--- src/rtl/vga_render_if.sv ---
// vga_render_if: game-state snapshot inputs and VGA outputs of vga_render.
// master drives the game state and observes the picture; slave is the renderer.
interface vga_render_if;
    logic [15:0] bird_y;
    logic [31:0] pipe1;
    logic [31:0] pipe2;
    logic [31:0] pipe3;
    logic [31:0] coin;
    logic [15:0] score;
    logic        hs;
    logic        vs;
    logic [3:0]  r;
    logic [3:0]  g;
    logic [3:0]  b;
    logic        frame_tick;

    modport master (
        output bird_y, pipe1, pipe2, pipe3, coin, score,
        input  hs, vs, r, g, b, frame_tick
    );

    modport slave (
        input  bird_y, pipe1, pipe2, pipe3, coin, score,
        output hs, vs, r, g, b, frame_tick
    );
endinterface

--- src/rtl/vga_render.sv ---
// vga_render: 640x480@60 VGA timing and scene rasteriser (bird, pipes, coin, sky).
// Game state is snapshotted once per frame at vertical-blank entry (hc=0, vc=480).
// Two-stage pixel pipeline: stage 1 registers hit tests, stage 2 registers colour.
// Optional build macro SCORE_OVERLAY_EN draws the snapshotted score as 4 hex digits.
module vga_render #(
    parameter int unsigned CLK_DIV = 4,
    parameter int unsigned BIRD_X  = 40,
    parameter int unsigned BIRD_W  = 16,
    parameter int unsigned BIRD_H  = 16,
    parameter int unsigned PIPE_W  = 50,
    parameter int unsigned COIN_L  = 16
) (
    input logic         clk,
    input logic         rst,
    vga_render_if.slave bus
);

    localparam int unsigned DIV_W = (CLK_DIV > 1) ? $clog2(CLK_DIV) : 1;
    localparam logic [DIV_W-1:0] DIV_MAX = DIV_W'(CLK_DIV - 1);

    localparam logic [11:0] COL_OVL  = 12'hFFF;
    localparam logic [11:0] COL_BIRD = 12'hFD0;
    localparam logic [11:0] COL_COIN = 12'hFA0;
    localparam logic [11:0] COL_PIPE = 12'h0C0;
    localparam logic [11:0] COL_SKY  = 12'h4CF;

    logic [DIV_W-1:0] div_q;
    logic [9:0]       hc_q;
    logic [9:0]       vc_q;
    logic             pe;
    logic             snap;

    // Shadow copy of the game state, valid for the whole next frame
    logic [9:0] sh_by;
    logic [9:0] sh_px  [3];
    logic [9:0] sh_py  [3];
    logic [7:0] sh_gap [3];
    logic       sh_cv;
    logic [9:0] sh_cx;
    logic [9:0] sh_cy;

    logic [31:0] pipe_in [3];

    logic        hit_bird, hit_coin, hit_pipe, hit_ovl;
    logic        vis_c, hs_c, vs_c;
    logic        s1_bird, s1_coin, s1_pipe, s1_ovl, s1_vis, s1_hs, s1_vs;
    logic        hs_q, vs_q;
    logic [11:0] rgb_q, rgb_c;
    logic [10:0] x, gy;

    assign pe   = (div_q == DIV_MAX);
    assign snap = pe && (hc_q == 10'd0) && (vc_q == 10'd480);
    assign x    = {1'b0, hc_q};
    // Game y grows upward; wraps outside the visible rows, which are blanked anyway
    assign gy   = 11'd479 - {1'b0, vc_q};

    assign pipe_in[0] = bus.pipe1;
    assign pipe_in[1] = bus.pipe2;
    assign pipe_in[2] = bus.pipe3;

    // Pixel-rate divider
    always_ff @(posedge clk or negedge rst) begin
        if (!rst) begin
            div_q <= '0;
        end else if (pe) begin
            div_q <= '0;
        end else begin
            div_q <= div_q + DIV_W'(1);
        end
    end

    // Horizontal and vertical raster counters
    always_ff @(posedge clk or negedge rst) begin
        if (!rst) begin
            hc_q <= '0;
            vc_q <= '0;
        end else if (pe) begin
            if (hc_q == 10'd799) begin
                hc_q <= '0;
                vc_q <= (vc_q == 10'd524) ? 10'd0 : vc_q + 10'd1;
            end else begin
                hc_q <= hc_q + 10'd1;
            end
        end
    end

    // Once-per-frame snapshot of the game state
    always_ff @(posedge clk or negedge rst) begin
        if (!rst) begin
            sh_by <= '0;
            sh_cv <= 1'b0;
            sh_cx <= '0;
            sh_cy <= '0;
            for (int k = 0; k < 3; k++) begin
                sh_px[k]  <= '0;
                sh_py[k]  <= '0;
                sh_gap[k] <= '0;
            end
        end else if (snap) begin
            sh_by <= bus.bird_y[9:0];
            sh_cv <= bus.coin[31];
            sh_cy <= bus.coin[19:10];
            sh_cx <= bus.coin[9:0];
            for (int k = 0; k < 3; k++) begin
                sh_gap[k] <= pipe_in[k][27:20];
                sh_px[k]  <= pipe_in[k][19:10];
                sh_py[k]  <= pipe_in[k][9:0];
            end
        end
    end

`ifdef SCORE_OVERLAY_EN
    logic [15:0] sh_score;
    logic [9:0]  ox, oy;
    logic [3:0]  nib;
    logic [14:0] dots;
    logic [2:0]  row_bits;

    // 3x5 hex font, rows top to bottom, leftmost dot in the MSB of each row
    function automatic logic [14:0] glyph(input logic [3:0] n);
        case (n)
            4'h0:    glyph = 15'b111_101_101_101_111;
            4'h1:    glyph = 15'b010_110_010_010_111;
            4'h2:    glyph = 15'b111_001_111_100_111;
            4'h3:    glyph = 15'b111_001_111_001_111;
            4'h4:    glyph = 15'b101_101_111_001_001;
            4'h5:    glyph = 15'b111_100_111_001_111;
            4'h6:    glyph = 15'b111_100_111_101_111;
            4'h7:    glyph = 15'b111_001_001_001_001;
            4'h8:    glyph = 15'b111_101_111_101_111;
            4'h9:    glyph = 15'b111_101_111_001_111;
            4'hA:    glyph = 15'b111_101_111_101_101;
            4'hB:    glyph = 15'b110_101_110_101_110;
            4'hC:    glyph = 15'b111_100_100_100_111;
            4'hD:    glyph = 15'b110_101_101_101_110;
            4'hE:    glyph = 15'b111_100_111_100_111;
            default: glyph = 15'b111_100_111_100_100;
        endcase
    endfunction

    // Score shadow, taken with the rest of the game state
    always_ff @(posedge clk or negedge rst) begin
        if (!rst) begin
            sh_score <= '0;
        end else if (snap) begin
            sh_score <= bus.score;
        end
    end

    // Font lookup for the 4-digit block at x=8..71, rows 8..27 (4x4 px per dot)
    always_comb begin
        ox       = hc_q - 10'd8;
        oy       = vc_q - 10'd8;
        hit_ovl  = 1'b0;
        nib      = 4'h0;
        dots     = '0;
        row_bits = '0;
        if (hc_q >= 10'd8 && hc_q < 10'd72 && ox[3:0] < 4'd12 &&
            vc_q >= 10'd8 && vc_q < 10'd28) begin
            case (ox[5:4])
                2'd0:    nib = sh_score[15:12];
                2'd1:    nib = sh_score[11:8];
                2'd2:    nib = sh_score[7:4];
                default: nib = sh_score[3:0];
            endcase
            dots = glyph(nib);
            case (oy[4:2])
                3'd0:    row_bits = dots[14:12];
                3'd1:    row_bits = dots[11:9];
                3'd2:    row_bits = dots[8:6];
                3'd3:    row_bits = dots[5:3];
                default: row_bits = dots[2:0];
            endcase
            case (ox[3:2])
                2'd0:    hit_ovl = row_bits[2];
                2'd1:    hit_ovl = row_bits[1];
                default: hit_ovl = row_bits[0];
            endcase
        end
    end

    logic unused_in;
    assign unused_in = ^{bus.bird_y[15:10], bus.pipe1[31:28], bus.pipe2[31:28],
                         bus.pipe3[31:28], bus.coin[30:20]};
`else
    assign hit_ovl = 1'b0;

    logic unused_in;
    assign unused_in = ^{bus.bird_y[15:10], bus.pipe1[31:28], bus.pipe2[31:28],
                         bus.pipe3[31:28], bus.coin[30:20], bus.score};
`endif

    // Stage 1 combinational hit tests; all sums are 11 bits so right edges never wrap
    always_comb begin
        hit_bird = (x >= 11'(BIRD_X)) && (x < 11'(BIRD_X + BIRD_W)) &&
                   (gy >= {1'b0, sh_by}) && (gy < {1'b0, sh_by} + 11'(BIRD_H));
        hit_coin = sh_cv && (x >= {1'b0, sh_cx}) && (x < {1'b0, sh_cx} + 11'(COIN_L)) &&
                   (gy >= {1'b0, sh_cy}) && (gy < {1'b0, sh_cy} + 11'(COIN_L));
        hit_pipe = 1'b0;
        for (int k = 0; k < 3; k++) begin
            if (sh_px[k] < 10'd640 && x >= {1'b0, sh_px[k]} &&
                x < {1'b0, sh_px[k]} + 11'(PIPE_W) &&
                (gy <= {1'b0, sh_py[k]} || gy >= {1'b0, sh_py[k]} + {3'b000, sh_gap[k]})) begin
                hit_pipe = 1'b1;
            end
        end
        vis_c = (hc_q < 10'd640) && (vc_q < 10'd480);
        hs_c  = !(hc_q >= 10'd656 && hc_q <= 10'd751);
        vs_c  = !(vc_q == 10'd490 || vc_q == 10'd491);
    end

    // Stage 1 registers: hit flags plus sync/visible delayed alongside
    always_ff @(posedge clk or negedge rst) begin
        if (!rst) begin
            s1_bird <= 1'b0;
            s1_coin <= 1'b0;
            s1_pipe <= 1'b0;
            s1_ovl  <= 1'b0;
            s1_vis  <= 1'b0;
            s1_hs   <= 1'b1;
            s1_vs   <= 1'b1;
        end else if (pe) begin
            s1_bird <= hit_bird;
            s1_coin <= hit_coin;
            s1_pipe <= hit_pipe;
            s1_ovl  <= hit_ovl;
            s1_vis  <= vis_c;
            s1_hs   <= hs_c;
            s1_vs   <= vs_c;
        end
    end

    // Colour priority: overlay > bird > coin > pipe > sky, black when blanked
    always_comb begin
        rgb_c = COL_SKY;
        if (!s1_vis) begin
            rgb_c = 12'h000;
        end else if (s1_ovl) begin
            rgb_c = COL_OVL;
        end else if (s1_bird) begin
            rgb_c = COL_BIRD;
        end else if (s1_coin) begin
            rgb_c = COL_COIN;
        end else if (s1_pipe) begin
            rgb_c = COL_PIPE;
        end
    end

    // Stage 2 registers: colour and syncs driven straight to the connector
    always_ff @(posedge clk or negedge rst) begin
        if (!rst) begin
            hs_q  <= 1'b1;
            vs_q  <= 1'b1;
            rgb_q <= '0;
        end else if (pe) begin
            hs_q  <= s1_hs;
            vs_q  <= s1_vs;
            rgb_q <= rgb_c;
        end
    end

    assign bus.hs         = hs_q;
    assign bus.vs         = vs_q;
    assign bus.r          = rgb_q[11:8];
    assign bus.g          = rgb_q[7:4];
    assign bus.b          = rgb_q[3:0];
    assign bus.frame_tick = snap;

endmodule

--- src/flat_wrapper.sv ---
// flat-port wrapper written by rule: the top's interface ports become plain ports
module vga_render_flat 
#(
    parameter int unsigned CLK_DIV = 4,
    parameter int unsigned BIRD_X  = 40,
    parameter int unsigned BIRD_W  = 16,
    parameter int unsigned BIRD_H  = 16,
    parameter int unsigned PIPE_W  = 50,
    parameter int unsigned COIN_L  = 16
)
  (clk, rst, bus_bird_y, bus_pipe1, bus_pipe2, bus_pipe3, bus_coin, bus_score, bus_hs, bus_vs, bus_r, bus_g, bus_b, bus_frame_tick);
  vga_render_if bus_i ();
  input logic clk;
  input logic rst;
  input wire logic [$bits(bus_i.bird_y)-1:0] bus_bird_y;
  input wire logic [$bits(bus_i.pipe1)-1:0] bus_pipe1;
  input wire logic [$bits(bus_i.pipe2)-1:0] bus_pipe2;
  input wire logic [$bits(bus_i.pipe3)-1:0] bus_pipe3;
  input wire logic [$bits(bus_i.coin)-1:0] bus_coin;
  input wire logic [$bits(bus_i.score)-1:0] bus_score;
  output wire logic [$bits(bus_i.hs)-1:0] bus_hs;
  output wire logic [$bits(bus_i.vs)-1:0] bus_vs;
  output wire logic [$bits(bus_i.r)-1:0] bus_r;
  output wire logic [$bits(bus_i.g)-1:0] bus_g;
  output wire logic [$bits(bus_i.b)-1:0] bus_b;
  output wire logic [$bits(bus_i.frame_tick)-1:0] bus_frame_tick;
  assign bus_i.bird_y = bus_bird_y;
  assign bus_i.pipe1 = bus_pipe1;
  assign bus_i.pipe2 = bus_pipe2;
  assign bus_i.pipe3 = bus_pipe3;
  assign bus_i.coin = bus_coin;
  assign bus_i.score = bus_score;
  assign bus_hs = bus_i.hs;
  assign bus_vs = bus_i.vs;
  assign bus_r = bus_i.r;
  assign bus_g = bus_i.g;
  assign bus_b = bus_i.b;
  assign bus_frame_tick = bus_i.frame_tick;
  vga_render #(.CLK_DIV(CLK_DIV), .BIRD_X(BIRD_X), .BIRD_W(BIRD_W), .BIRD_H(BIRD_H), .PIPE_W(PIPE_W), .COIN_L(COIN_L)) u_core (.clk(clk), .rst(rst), .bus(bus_i));
endmodule
--- config.mk ---
export PLATFORM = sky130hd
export DESIGN_NAME = vga_render_flat
export DESIGN_NICKNAME = d
export VERILOG_FILES = /design/src/rtl/vga_render_if.sv /design/src/rtl/vga_render.sv /design/src/flat_wrapper.sv
export SDC_FILE = /design/constraint.sdc
export NUM_CORES = 1
export LEC_CHECK = 0
export BUFFER_PORTS_ARGS = -buffer_cell sky130_fd_sc_hd__buf_2
export CORE_MARGIN = 3
export CORE_UTILIZATION = 35
export CTS_BUF_LIST = sky130_fd_sc_hd__clkbuf_8
export CTS_CLUSTER_SIZE = 40
export DETAILED_ROUTE_END_ITERATION = 12
export PLACE_DENSITY_LB_ADDON = 0.12
export SYNTH_ARGS = -nofsm -noshare
export SYNTH_HDL_FRONTEND = slang
export SYNTH_SLANG_ARGS = --single-unit
--- constraint.sdc ---
create_clock -name clk -period 3.6 [get_ports clk]
set_input_delay 0.18 -clock clk [delete_from_list [all_inputs] [get_ports clk]]
set_output_delay 0.18 -clock clk [all_outputs]
set_load 0.05 [all_outputs]
==> metrics.txt, run 1 <==
status=finished, final reports clean; maximum buffer depth of the clock tree=2; multiplexer share of the synthesized area=0.0324; register area share after synthesis=0.332; Crit path buffers/inverters=1; number of DRC markers in iteration 0=372; Rows=65; min cycle time layout=3.41 ns; synthesized flop and latch total=152; GRT met1 Usage=0.243; Worst IR Drop VDD=0.241 mV; Leakage Power=7.01 nW; Post-synth EDFFs=0; Yosys cell types=58; WP data arrival=3.77 ns; Yosys warning total=0; startpoint types=register; Synth Area in XOR/XNOR=0.0542; nets@finish=1863; # port buffers=131; CP endpoint kind=register; timing-limited maximum frequency=0.293 GHz; die height=187 um; Final Total Pwr=3.22 mW; Core Region=32000 um2; Post-Syn Area=11500 um2; vias in the first global route=9749; R2R depth=17; Hold Vio Cnt, Final=0; WP data required=3.96 ns; relative slew slack=0.357; max-cap viol count=0; post-route ant nets=0; Setup Skew=0.0159 ns; worst slew pin tran=0.955 ns; met2 Use GR=0.313; syn avg cell area=9.33 um2; initial antenna violation count=0; slowest stage delay, CP=0.40 ns; Clk pin slew, worst setup/hold paths=0.10 ns; design area=14300 um2; GRT Util Overall=0.181; CP Class=reg -> reg; first-pass GRT wire length=51.1 mm; most used routing layer=met2; Final Setup Violations=0; worst min path class=in -> async; vias per cell=4.90; Synth Area in Adders=0.231; pwr dens=224 nW/um2; width of the chip=187 um; Total Routed Length=31.1 mm; drc violations=0; placed instance area=12700 um2; RSZ-0062 raised after global routing=no; Layout area overhead=24.8%; Die Footprint=35000 um2; Ant. Diodes=0; Slew Limit Fails=0; cells after synthesis=1229; CP Cell Sequence=ha_2, inv_2, fa_2, nor2b_1, o21ai_1, nand2b_1, a21o_1, a21o_1, a31o_2, xnor2_2, ha_1, nand4_1, nor2_1, a211o_1, nor4_4, o32ai_2, a211o_1; fin crit share=0.948; num ports=177; DRT Pass-1 Iters=4; CTS tree=done; largest net degree at the start of global routing=85; fillers=3143; simple-gate portion of the synthesized area=0.124; crit-path max FO=2; Worst path slowest cell=dfrtp_1; main combinational cell family by area after synthesis=adder cells; syn_nets=1601; Avg WL per Cell=16.1 um; Via Count=9503; share of cells above drive strength 1=0.166; Primary FF master, synth=dfrtp_1; met3 usage in global routing=0.0253; Initial Utilization=0.359; Root Buffer=clkbuf_8; hpwl dp=22.7 mm; total global routing overflow=0; cell family with the largest share of critical-path delay=compound AO/OA/AOI/OAI gates; Worst-Skew Late Latency=0.48 ns; Num CTS Buffers=17; H-tree Lvls=4; routability cong.=0.814; critical path depth=17; Compound-Gate Fraction of Synth Area=0.165; async set or reset register ratio after synthesis=1.00; Sink Count=152
-- repair_timing --
item / in CTS / in global routing
pin swaps: 1 / 8
cloned: 0 / 0
hold buffers: 116 / 0
hold endpoints to repair: 194 / 0
buffers inserted: 0 / 2
resized for setup: 1 / 15
endpoints found under the setup margin: 1 / 1
-- flip-flops by register name (all words and copies together) (netlist names) --
register        cells
u_core.s1_hs        1
u_core.sh_gap      24
u_core.s1_vs        1
u_core.sh_by       10
u_core.s1_vis       1
u_core.bus.vs       1
u_core.vc_q        10
u_core.s1_bird      1
u_core.rgb_q        7
u_core.bus.hs       1
u_core.s1_pipe      1
u_core.sh_py       30
u_core.div_q        2
u_core.sh_px       30
u_core.hc_q        10
u_core.s1_coin      1
u_core.sh_cx       10
u_core.sh_cv        1
u_core.sh_cy       10
-- stage by stage --
step	utilization	hold slack (ns)	cells	TNS, ns	setup slack (ns)
floorplan	-	-0.116	1229	0	0.367
global placement	0.398	0.328	1790	-0.0577	-0.0577
detailed placement	0.398	0.325	1790	-0.0747	-0.0747
CTS	0.446	0.362	1938	0	0.0305
global route	0.448	0.408	1939	0	0.00632
finish	0.448	0.345	1939	0	0.188
-- cells by family after synthesis --
group,after synthesis
muxes,33
adders and majority gates,210
DFF,152
xor gates and xnor gates,71
AOI/OAI and AO/OA,313
buffers and inverters,157
and+or+nand+nor,293
-- path summary, 6_finish.rpt --
check / from / end / slack, ns
max: u_core.sh_gap[16] / u_core.s1_pipe / 0.19
min: rst / u_core.sh_py[26] / 0.35
max reg2reg: u_core.sh_gap[16] / u_core.s1_pipe / 0.19
min reg2reg: u_core.div_q[0] / u_core.div_q[0] / 0.43
max in group asynchronous: rst / u_core.sh_py[7] / 2.45
min in group clk: bus_pipe3[7] / u_core.sh_py[7] / 0.43
-- synth_stat cells, types with 4 or more instances --
cell       number  area (um2)
a31o_2          4        35.0
o21ai_0       141         706
nand4_1        18         113
nand2_1       125         469
buf_4           9        67.6
dfstp_2         4         105
a2111oi_0       7        61.3
dfrtp_1       148        3700
o21a_1          8        60.1
a211o_1         4        35.0
nor3_1         13        65.1
o22ai_1         5        31.3
xnor2_1        57         499
a21o_1         26         195
and3_1          8        50.1
o2111ai_1      11        96.3
o211ai_1        4        30.0
inv_1         120         450
xor2_1         14         123
mux2_2         33         372
nor2_1         25        93.8
a41oi_1         4        35.0
ha_1          207        2590
buf_2           7        35.0
a21oi_1        64         320
nor2b_1        23         144
a211oi_1        9        67.6
nor4_1          6        37.5
nand2b_1       26         163
o31ai_1         5        37.5
nand3_1        34         170
buf_6           9         101
clkbuf_1       11        41.3
-- per-layer routing --
metal,wire length (um),vias to the layer above
li1,-,4869
met1,14900,4482
met2,15100,132
met3,811,20
met4,283,0
met5,0,-
-- where the power goes --
part	leakage, nW	switching [mW]	total, mW	internal (mW)
clock network	0.177	0.740	1.31	0.568
registers	1.63	0	1.71	1.71
logic	5.20	0.0707	0.201	0.131
-- cell type report --
type	count	area, um2	share of cell area
clock inverters	14	126	0.00882
clock buffers	18	248	0.0173
inverters	120	450	0.0314
well taps	435	544	0.0380
repair buffers	280	2120	0.148
multi-input cells	920	7020	0.490
flip-flops and latches	152	3810	0.266
-- cell usage in the layout, fill, tap and decap left out, types with 23 or more instances in the layout --
| master | synthesis | routed |
|---|---|---|
| dfrtp_1 | 148 | 148 |
| buf_4 | 9 | 29 |
| nor2_1 | 25 | 25 |
| o21ai_0 | 141 | 138 |
| nand2b_1 | 26 | 26 |
| nand3_1 | 34 | 34 |
| a21o_1 | 26 | 26 |
| dlygate4sd3_1 | 0 | 116 |
| ha_1 | 207 | 206 |
| nand2_1 | 125 | 125 |
| xnor2_1 | 57 | 56 |
| buf_2 | 7 | 130 |
| nor2b_1 | 23 | 23 |
| inv_1 | 120 | 120 |
| mux2_2 | 33 | 33 |
| a21oi_1 | 64 | 63 |
(Power assumes the default switching activity.)
==> run 2: changes to the inputs <==
- CORE_UTILIZATION: 35 -> 50
==> metrics.txt, run 2 (synthesized netlist as in run 1, its figures left out) <==
status=finished, final reports clean; vias per cell=5.43; Hold Vio Cnt, Final=0; Final Total Pwr=3.33 mW; worst slew pin tran=1.14 ns; Initial Utilization=0.518; R2R depth=18; num ports=177; WP data required=3.95 ns; total global routing overflow=0; Setup Skew=0.0146 ns; Sink Count=152; drc violations=0; nets@finish=1852; maximum buffer depth of the clock tree=2; Finished Layout Cells=1773; WHS Path Cells=3; worst reg2reg path endpoint=u_core.s1_pipe; dpl cells=1621; Root Buffer=clkbuf_8; GRT Util Overall=0.229; width of the chip=157 um; r2r startpoint=u_core.sh_py[20]; most frequent cells in the layout=206 x ha_1, 148 x dfrtp_1, 139 x o21ai_0; pwr dens=236 nW/um2; Slew Limit Fails=0; Total Routed Length=28.0 mm; Core Region=22200 um2; Ant. Diodes=0; max-cap viol count=0; vias in the first global route=9379; WP data arrival=3.82 ns; Hold EP=u_core.sh_by[9]; Rows=54; largest net degree at the start of global routing=119; DRT Pass-1 Iters=5; Worst-Skew Late Latency=0.47 ns; Via Count=9633; Num CTS Buffers=17; FF-to-FF setup slack=0.14 ns; biggest regs=u_core.sh_px: 30 flops, u_core.sh_py: 30 flops, u_core.sh_gap: 24 flops; Clk pin slew, worst setup/hold paths=0.09 ns; min cycle time layout=3.46 ns; Worst IR Drop VDD=0.193 mV; routability cong.=0.835; final core utilization=0.635; worst min path class=in -> reg; RSZ-0062 raised after global routing=yes; first-pass GRT wire length=45.9 mm; DP Worst Slack=-0.0712 ns; fillers=1850; # port buffers=131; Layout area overhead=22.7%; initial antenna violation count=0; CP Class=reg -> reg; post-route ant nets=0; relative slew slack=0.238; timing-limited maximum frequency=0.289 GHz; Hold Path Origin=bus_bird_y[9]; H-tree Lvls=4; Leakage Power=6.99 nW; startpoint types=register; fin crit share=0.962; Die Footprint=24800 um2; Avg WL per Cell=15.8 um; share of cells above drive strength 1=0.159; crit-path max FO=2; most common cell after layout, fill and taps aside=ha_1; number of DRC markers in iteration 0=439; die height=157 um; Final Setup Violations=0; hpwl dp=19.7 mm; final setup margin=0.135 ns; CTS tree=done; CP endpoint kind=register
[run 2: cell count changes in the layout (fill, tap and decap cells not counted), moves of 2 or more]
cell        change
bufinv_16       +2
buf_4           -9
inv_6           -2
clkinv_4        +2
clkbuf_8        +2
clkinvlp_4      -4
[run 2: timing repair]
item,4_1_cts,5_1_grt
endpoints found under the setup margin,1,1
hold buffers,115,0
cloned,0,0
endpoints found under the hold margin,206,0
pin swaps,1,19
gates resized for setup,1,12
buffers inserted,0,5
[run 2: final cells by class]
class	count	area, um2	share of cell area
clock buffer	20	275	0.0196
clock inverter	12	150	0.0107
inverter	120	450	0.0320
multi-input combinational	920	7020	0.499
sequential	152	3810	0.271
tap	280	350	0.0249
timing repair buffer	269	2020	0.144
[run 2: how the worst max path moves through the flow]
stage,start,end,slack (ns),cells after the start
global route,u_core.sh_py[20],u_core.s1_pipe,-0.05,18
CTS,u_core.sh_gap[16],u_core.s1_pipe,0.05,18
finish,u_core.sh_py[20],u_core.s1_pipe,0.14,18
global placement,u_core.sh_py[20],u_core.s1_pipe,0.01,18
floorplan,u_core.sh_py[20],u_core.s1_pipe,0.37,17
detailed placement,u_core.sh_gap[16],u_core.s1_pipe,-0.07,18
[run 2: through the flow]
stage               hold slack [ns]  instance area (um2)  TNS, ns
detailed placement            0.348                12400  -0.0712
finish                       0.0765                14100        0
global route                 0.0594                14100  -0.0460
floorplan                    -0.116                11500        0
CTS                          0.0289                14000        0
global placement              0.341                12400        0
[run 2: worst max-delay path, cell delays in order (launching register included)]
cell and delay (ns):
dfrtp_1 0.40, ha_2 0.20, inv_2 0.06, fa_2 0.20, nor2b_1 0.05, o21ai_1 0.13
nand2b_1 0.09, a21o_1 0.16, a21o_1 0.18, a31o_4 0.23, xnor2_1 0.13, ha_1 0.33
nand4_1 0.14, nor2_1 0.06, a211o_1 0.23, nor4_2 0.24, buf_4 0.17, o32ai_2 0.08
a211o_1 0.28
[run 2: layer usage]
layer	part of all wire	track usage	vias to the layer above	wire length, um
met4	0.013	0.0508	0	353
met5	0	0	-	0
li1	-	-	4867	-
met2	0.45	0.364	203	12500
met1	0.49	0.331	4530	13700
met3	0.048	0.0382	33	1340
[run 2: report_power, final]
group          leakage [nW]  switching, mW  internal [mW]
registers              1.63              0           1.71
logic                  5.14         0.0678          0.129
clock network         0.216          0.686          0.738
